===== src/rtl/keypad_encoder_pkg.sv =====
// -----------------------------------------------------------------------------
// keypad_encoder_pkg
//   Shared definitions for the 10-key digit interface: key/digit widths, the
//   "no key pressed" pattern of the active-low keypad vector and the encoder
//   FSM state type.
// -----------------------------------------------------------------------------
package keypad_encoder_pkg;

    localparam int KEY_W   = 10;
    localparam int DIGIT_W = 4;

    // All lines high: nothing pressed (keypad lines are active-low).
    localparam logic [KEY_W-1:0] KEY_NONE = 10'h3FF;

    typedef enum logic [2:0] {
        IDLE,
        DEB,
        HELD,
        REL,
        WAITREL
    } kp_state_e;

endpackage


===== src/rtl/keypad_encoder_onehot_enc.sv =====
// -----------------------------------------------------------------------------
// key_onehot_enc
//   Combinational classifier for the synchronized active-low key vector.
//   Ports:
//     s      in  [KEY_W-1:0]   synchronized key lines, active-low
//     none   out               no key pressed
//     single out               exactly one key pressed
//     multi  out               two or more keys pressed
//     digit  out [DIGIT_W-1:0] index of the pressed key; meaningful only
//                              while single=1
// -----------------------------------------------------------------------------
module key_onehot_enc
    import keypad_encoder_pkg::*;
(
    input  logic [KEY_W-1:0]   s,
    output logic               none,
    output logic               single,
    output logic               multi,
    output logic [DIGIT_W-1:0] digit
);

    logic [3:0] zeros;

    always_comb begin
        zeros = '0;
        digit = '0;
        for (int i = 0; i < KEY_W; i++) begin
            if (!s[i]) begin
                zeros = zeros + 4'd1;
                digit = DIGIT_W'(i);
            end
        end
        none   = (zeros == 4'd0);
        single = (zeros == 4'd1);
        multi  = (zeros > 4'd1);
    end

endmodule


===== src/rtl/keypad_encoder.sv =====
// -----------------------------------------------------------------------------
// keypad_encoder
//   Synchronizes and debounces the raw active-low keypad, rejects multi-key
//   presses and emits one digit event per accepted press.
//   Build option: define KEYPAD_REPEAT_EN to add auto-repeat while a key is
//   held (first repeat after REPEAT_DELAY cycles, then every REPEAT_PERIOD).
//   Ports:
//     clk        in        system clock (1 kHz)
//     rst        in        asynchronous reset, active-high
//     keypad_n   in  [9:0] raw key lines, active-low, bit i = key i
//     key_valid  out       one-cycle strobe: new digit on key_digit
//     key_digit  out [3:0] digit 0-9; holds the last value between strobes
//     key_held   out       high while an accepted key is held
//     multi_err  out       one-cycle strobe: two or more keys detected
// -----------------------------------------------------------------------------
module keypad_encoder
    import keypad_encoder_pkg::*;
#(
    parameter int DEB_CYCLES    = 20,
    parameter int REPEAT_DELAY  = 500,
    parameter int REPEAT_PERIOD = 100
) (
    input  logic               clk,
    input  logic               rst,
    input  logic [KEY_W-1:0]   keypad_n,
    output logic               key_valid,
    output logic [DIGIT_W-1:0] key_digit,
    output logic               key_held,
    output logic               multi_err
);

    localparam int               CNT_W    = $clog2(DEB_CYCLES + 1);
    localparam logic [CNT_W-1:0] CNT_MAX  = CNT_W'(DEB_CYCLES);
    localparam logic [CNT_W-1:0] CNT_LAST = CNT_W'(DEB_CYCLES - 1);

    // Degenerate configurations are left as a visible marker in the hierarchy.
    if (DEB_CYCLES < 1 || REPEAT_DELAY < 1 || REPEAT_PERIOD < 1) begin : g_bad_cfg
    end

    function automatic logic [CNT_W-1:0] sat_inc(input logic [CNT_W-1:0] v);
        return (v == CNT_MAX) ? v : v + CNT_W'(1);
    endfunction

    logic [KEY_W-1:0]   sync1_q, sync1_d;
    logic [KEY_W-1:0]   sync2_q, sync2_d;
    kp_state_e          state_q, state_d;
    logic [CNT_W-1:0]   cnt_q, cnt_d;
    logic [DIGIT_W-1:0] cand_q, cand_d;
    logic               key_valid_q, key_valid_d;
    logic [DIGIT_W-1:0] key_digit_q, key_digit_d;
    logic               multi_err_q, multi_err_d;

    logic               cls_none, cls_single, cls_multi;
    logic [DIGIT_W-1:0] cls_digit;
    logic               same_key;

`ifdef KEYPAD_REPEAT_EN
    localparam int              REP_W     = $clog2(REPEAT_DELAY + REPEAT_PERIOD + 1);
    localparam logic [REP_W-1:0] REP_FIRST = REP_W'(REPEAT_DELAY);
    localparam logic [REP_W-1:0] REP_WRAP  = REP_W'(REPEAT_DELAY + REPEAT_PERIOD);
    logic [REP_W-1:0] rep_q, rep_d, rep_inc;
`endif

    key_onehot_enc u_enc (
        .s      (sync2_q),
        .none   (cls_none),
        .single (cls_single),
        .multi  (cls_multi),
        .digit  (cls_digit)
    );

    assign same_key = cls_single && (cls_digit == cand_q);

    always_comb begin
        sync1_d     = keypad_n;
        sync2_d     = sync1_q;
        state_d     = state_q;
        cnt_d       = cnt_q;
        cand_d      = cand_q;
        key_valid_d = 1'b0;
        key_digit_d = key_digit_q;
        multi_err_d = 1'b0;
`ifdef KEYPAD_REPEAT_EN
        rep_d   = rep_q;
        rep_inc = rep_q + REP_W'(1);
`endif

        case (state_q)
            IDLE: begin
                if (cls_single) begin
                    state_d = DEB;
                    cand_d  = cls_digit;
                    cnt_d   = CNT_W'(1);
                end else if (cls_multi) begin
                    multi_err_d = 1'b1;
                    state_d     = WAITREL;
                    cnt_d       = '0;
                end
            end

            DEB: begin
                if (same_key) begin
                    if (cnt_q >= CNT_MAX) begin
                        key_valid_d = 1'b1;
                        key_digit_d = cand_q;
                        state_d     = HELD;
                        cnt_d       = '0;
                    end else begin
                        cnt_d = sat_inc(cnt_q);
                    end
                end else if (cls_multi) begin
                    multi_err_d = 1'b1;
                    state_d     = WAITREL;
                    cnt_d       = '0;
                end else begin
                    state_d = IDLE;
                    cnt_d   = '0;
                end
            end

            HELD: begin
                if (cls_none) begin
                    state_d = REL;
                    cnt_d   = CNT_W'(1);
                end else if (cls_multi) begin
                    multi_err_d = 1'b1;
                    state_d     = WAITREL;
                    cnt_d       = '0;
                end else if (!same_key) begin
                    state_d = WAITREL;
                    cnt_d   = '0;
                end else begin
`ifdef KEYPAD_REPEAT_EN
                    // Counter folds back to REP_FIRST so every later repeat
                    // lands on REP_WRAP.
                    if (rep_inc == REP_WRAP) begin
                        key_valid_d = 1'b1;
                        key_digit_d = cand_q;
                        rep_d       = REP_FIRST;
                    end else begin
                        rep_d = rep_inc;
                        if (rep_inc == REP_FIRST) begin
                            key_valid_d = 1'b1;
                            key_digit_d = cand_q;
                        end
                    end
`endif
                end
            end

            REL: begin
                if (cls_none) begin
                    if (cnt_q >= CNT_MAX) begin
                        state_d = IDLE;
                        cnt_d   = '0;
                    end else begin
                        cnt_d = sat_inc(cnt_q);
                    end
                end else if (same_key) begin
                    // Release bounce: resume holding without a new event.
                    state_d = HELD;
                    cnt_d   = '0;
                end else begin
                    state_d = WAITREL;
                    cnt_d   = '0;
                end
            end

            WAITREL: begin
                // cnt counts consecutive all-released samples.
                if (cls_none) begin
                    if (cnt_q >= CNT_LAST) begin
                        state_d = IDLE;
                        cnt_d   = '0;
                    end else begin
                        cnt_d = sat_inc(cnt_q);
                    end
                end else begin
                    cnt_d = '0;
                end
            end

            default: begin
                state_d = IDLE;
                cnt_d   = '0;
            end
        endcase

`ifdef KEYPAD_REPEAT_EN
        // The repeat count survives HELD<->REL bounce only.
        if (state_d != HELD && state_d != REL) begin
            rep_d = '0;
        end
`endif
    end

    always_ff @(posedge clk or posedge rst) begin
        if (rst) begin
            sync1_q     <= KEY_NONE;
            sync2_q     <= KEY_NONE;
            state_q     <= IDLE;
            cnt_q       <= '0;
            cand_q      <= '0;
            key_valid_q <= 1'b0;
            key_digit_q <= '0;
            multi_err_q <= 1'b0;
        end else begin
            sync1_q     <= sync1_d;
            sync2_q     <= sync2_d;
            state_q     <= state_d;
            cnt_q       <= cnt_d;
            cand_q      <= cand_d;
            key_valid_q <= key_valid_d;
            key_digit_q <= key_digit_d;
            multi_err_q <= multi_err_d;
        end
    end

`ifdef KEYPAD_REPEAT_EN
    always_ff @(posedge clk or posedge rst) begin
        if (rst) begin
            rep_q <= '0;
        end else begin
            rep_q <= rep_d;
        end
    end
`endif

    assign key_valid = key_valid_q;
    assign key_digit = key_digit_q;
    assign multi_err = multi_err_q;
    assign key_held  = (state_q == HELD) || (state_q == REL);

endmodule


===== config.mk =====
export PLATFORM = sky130hd
export DESIGN_NAME = keypad_encoder
export DESIGN_NICKNAME = d
export VERILOG_FILES = /design/src/rtl/keypad_encoder_pkg.sv /design/src/rtl/keypad_encoder_onehot_enc.sv /design/src/rtl/keypad_encoder.sv
export SDC_FILE = /design/constraint.sdc
export NUM_CORES = 1
export LEC_CHECK = 0
export CORE_ASPECT_RATIO = 1.75
export CORE_UTILIZATION = 50
export CTS_CLUSTER_SIZE = 8
export DETAILED_ROUTE_END_ITERATION = 8
export HOLD_SLACK_MARGIN = 0.02
export PLACE_DENSITY = 0.7
export RECOVER_POWER = 25
export SLEW_MARGIN = 10
export SYNTH_ARGS = -nofsm -noshare
export SYNTH_HDL_FRONTEND = slang
export SYNTH_SLANG_ARGS = --single-unit

===== constraint.sdc =====
create_clock -name clk -period 12.7 [get_ports clk]
set_input_delay 1.27 -clock clk [delete_from_list [all_inputs] [get_ports clk]]
set_output_delay 1.27 -clock clk [all_outputs]
set_load 0.03 [all_outputs]

==> key figures <==
Clocking
  • Clock sinks: 38
  • Number of hold buffers added after cts: 0
  • Clk buf depth: 2
  • Clock buffer count from CTS: 5
  • Worst-Skew Late Latency: 0.30 ns
  • Clock root buffer master: clkbuf_8
  • H-tree levels: 2
  • Post_cts resized: 0
  • Clock transition at path regs: 0.08 ns
  • CTS tree: yes
  • Setup Buffers After CTS: 0

Setup path
  • R2R Setup Slk: 5.65 ns
  • CP endpoint: key_digit[3]
  • Crit Path Class: reg -> reg
  • Critical path's slowest cell: or4_1
  • CP Data Arrival Time: 7.23 ns
  • Critical Path RT: 12.88 ns
  • Startpoint types: flop
  • Max stage delay on crit path: 0.65 ns
  • Worst path most repeated cell: ha_1
  • Reg-to-reg endpoint: key_digit[3]
  • Worst r2r path cells: 28
  • FF-to-FF Start: sync2_q[0]
  • CP endpoint kind: flop
  • Worst-path maximum fanout: 16
  • Start point of the critical path: sync2_q[0]

Pwr
  • Pwr Density: 143 nW/um2
  • Max IR drop VDD: 0.117 mV
  • Register share of total power: 33.5%
  • Combinational share of power: 40.7%
  • Internal power: 261 uW
  • Clock power share: 25.8%
  • Leak: 1.19 nW
  • Psw: 140 uW
  • Switch share: 34.9%

Routing
  • DR WL/cell: 15.7 um
  • Residual DRC: 0
  • Vias per Instance: 5.83
  • Antenna Nets Post-Route: 0
  • First-pass DRT Iterations: 4
  • Post-Route WL: 4970 um
  • Vias post-DR: 1841
  • Drt initial violations: 108

STA
  • Minimum clock period: 7.05 ns
  • # setup viols final: 0
  • Final Max Tran Viols: 0
  • Fmax: 142 MHz
  • Slew headroom: 66.6%
  • Period utilisation layout: 55.5%
  • Setup TNS Final: 0 ns
  • RSZ-0062 raised after global routing: no
  • Final Hold Vio Count: 0
  • Slew @ Worst Pin: 0.500 ns
  • Final worst-path setup slack: 5.65 ns
  • Fin Clk Skew: 0.00551 ns

Yosys
  • Synth async-reset ratio: 100%
  • Count of cell types in the netlist: 56
  • Synthesized net count: 271
  • Avg Inst Size Synth: 10.1 um2
  • Yosys top cell area share: 21.1%
  • Leading area contributor after synthesis: dfstp_2
  • Post-synth EDFFs: 0
  • Synth Warn #: 0
  • Synth Area in Adders: 5.52%
  • Largest family of logic cells by synthesized area: simple AND/OR/NAND/NOR gates
  • Mapped cell area: 2490 um2
  • Sequential-to-total area share from yosys stat: 39.1%
  • Post-Synth Simple-Gate Area: 19.3%
  • Top FF cell, synth: dfstp_2
  • Synth area leaders: dfstp_2 (21%), dfrtp_1 (18%), ha_1 (5.5%)
  • Synth Area in Compound Gates: 14.7%
  • Synth Instances: 248
  • Yosys reg bits: 38
  • Post-synthesis mux area share: 2.26%
  • Synth Area in XOR/XNOR: 15.1%

GRT
  • Gr usage total: 20.9%
  • GR Overflow Total: 0
  • Vias in the first global route: 1871
  • First-pass GRT wire length: 8420 um
  • Initial antenna violation count: 0
  • Largest net degree at the start of global routing: 39

Layout
  • Nets: 286
  • Area Overhead vs Synth: 12.7%
  • Layout cells sized above 1: 14.8%
  • Number of inserted diodes: 0

Die
  • Die Footprint: 5290 um2
  • Rows: 33
  • I/O Pins: 19
  • Core Region: 4750 um2
  • Die Ht: 95.4 um
  • Die width: 55.4 um
  • Initial Utilization: 52.5%

Placement
  • GPL Wtd Cong: 0.856
  • Post-DP HPWL: 3720 um
  • Pre-CTS setup slack: 5.68 ns
  • Number of I/O port buffers: 18

Min path
  • Hold Path Class: reg -> reg
  • Hold Path Stages: 0
  • Hold_sp: sync1_q[8]

Run
  • Max-cap viol count: 0

Status
  • Status: complete, no violations
-- synthesized netlist by cell type (2+ instances only) --
cell and instances:
dfstp_2 20, dfrtp_1 18, nand2_1 17, nor2_1 17, inv_1 13, xnor2_1 12, ha_1 11, nor2b_1 11
nand3_1 10, xor2_1 8, a21oi_1 7, a31oi_1 7, clkbuf_1 7, o211ai_1 7, o21ai_0 7, and2_1 6
nand2b_1 6, and3_1 4, mux2_1 4, a22oi_1 3, buf_2 3, nand4_1 3, o22ai_1 3, xnor3_1 3
a21boi_0 2, a21o_1 2, a221oi_1 2, nor3b_1 2, o21ai_1 2, or4_1 2, xnor2_2 2, xnor2_4 2
xnor3_2 2
-- final cells by class --
cell class / count / area [um2]
flip-flops and latches: 38 / 976
clock inverters: 3 / 43.8
repair buffers: 19 / 188
inverters: 13 / 48.8
well taps: 52 / 65.1
clock buffers: 5 / 68.8
fillers: 411 / 1940
multi-input cells: 186 / 1420
-- kinds of logic after synthesis --
group                    Yosys count
buffers and inverters             24
AO/OA/AOI/OAI                     53
AND/OR/NAND/NOR                   88
multiplexers                       5
adder cells (fa/ha/maj)           11
XOR/XNOR                          29
flip-flops                        38
-- cell usage in the layout (no fill, tap or decap), drive strengths merged, types with 3 or more instances in the layout --
cell type / synthesis / final
nand4: 3 / 3
xor2: 8 / 8
a31oi: 7 / 7
xnor2: 16 / 16
a21oi: 7 / 7
dfstp: 20 / 20
o211ai: 7 / 7
nand3: 10 / 10
o22ai: 3 / 3
nor2: 17 / 17
nor3b: 3 / 3
and3: 4 / 4
inv: 13 / 14
nand2b: 6 / 6
dlygate4sd3: 0 / 10
xnor3: 5 / 5
clkdlybuf4s50: 0 / 8
and2: 6 / 6
nor2b: 11 / 11
o21ai: 9 / 9
clkbuf: 7 / 5
mux2: 5 / 5
ha: 11 / 11
a22oi: 3 / 3
dfrtp: 18 / 18
nand2: 17 / 17
-- sequential cells by signal (all words and copies together), names as in the netlist --
signal	count
cand_q	4
sync2_q	10
key_digit	4
sync1_q	10
cnt_q	5
state_q	3
key_valid	1
multi_err	1
-- metrics by stage --
step / total power [mW] / util [%] / instance area, um2 / hold WS, ns / std cells
2_1_floorplan: 0.270 / - / 2490 / 0.345 / 248
3_3_place_gp: 0.296 / 56.8 / 2700 / 0.346 / 308
3_5_place_dp: 0.298 / 56.8 / 2700 / 0.347 / 308
6_report: 0.401 / 59.2 / 2810 / 0.356 / 316
4_1_cts: 0.403 / 59.2 / 2810 / 0.358 / 316
5_1_grt: 0.427 / 59.2 / 2810 / 0.358 / 316
-- worst min path at each step --
stage | to
finish | sync2_q[8]
global route | sync2_q[6]
global placement | sync2_q[3]
CTS | sync2_q[8]
floorplan | sync2_q[0]
detailed placement | sync2_q[2]
-- routing by layer --
metal	up-vias	GRT usage, %	share of wire [%]
met5	-	0	0
met4	0	10.8	2.7
met3	12	3.39	1.5
met2	17	40.1	56
met1	902	21.4	40
li1	910	-	-
-- worst max-delay path: cells and delay by family (launching register included) --
kind | cells | cell delay [ns]
fa+ha+maj | 7 | 2.00
simple gates | 9 | 1.67
xor+xnor | 4 | 1.27
compound gates | 5 | 0.98
flops | 1 | 0.54
mux | 1 | 0.35
buf+inv | 2 | 0.10
-- power groups by stage --
stage | Combinational [mW] | Sequential [mW] | Clock [mW]
3_3_place_gp | 0.160 | 0.136 | 0
6_report | 0.163 | 0.134 | 0.103
5_1_grt | 0.182 | 0.135 | 0.110
4_1_cts | 0.163 | 0.134 | 0.106
2_1_floorplan | 0.138 | 0.132 | 0
3_5_place_dp | 0.162 | 0.136 | 0
Note: power is estimated with default switching activity, not from simulation.
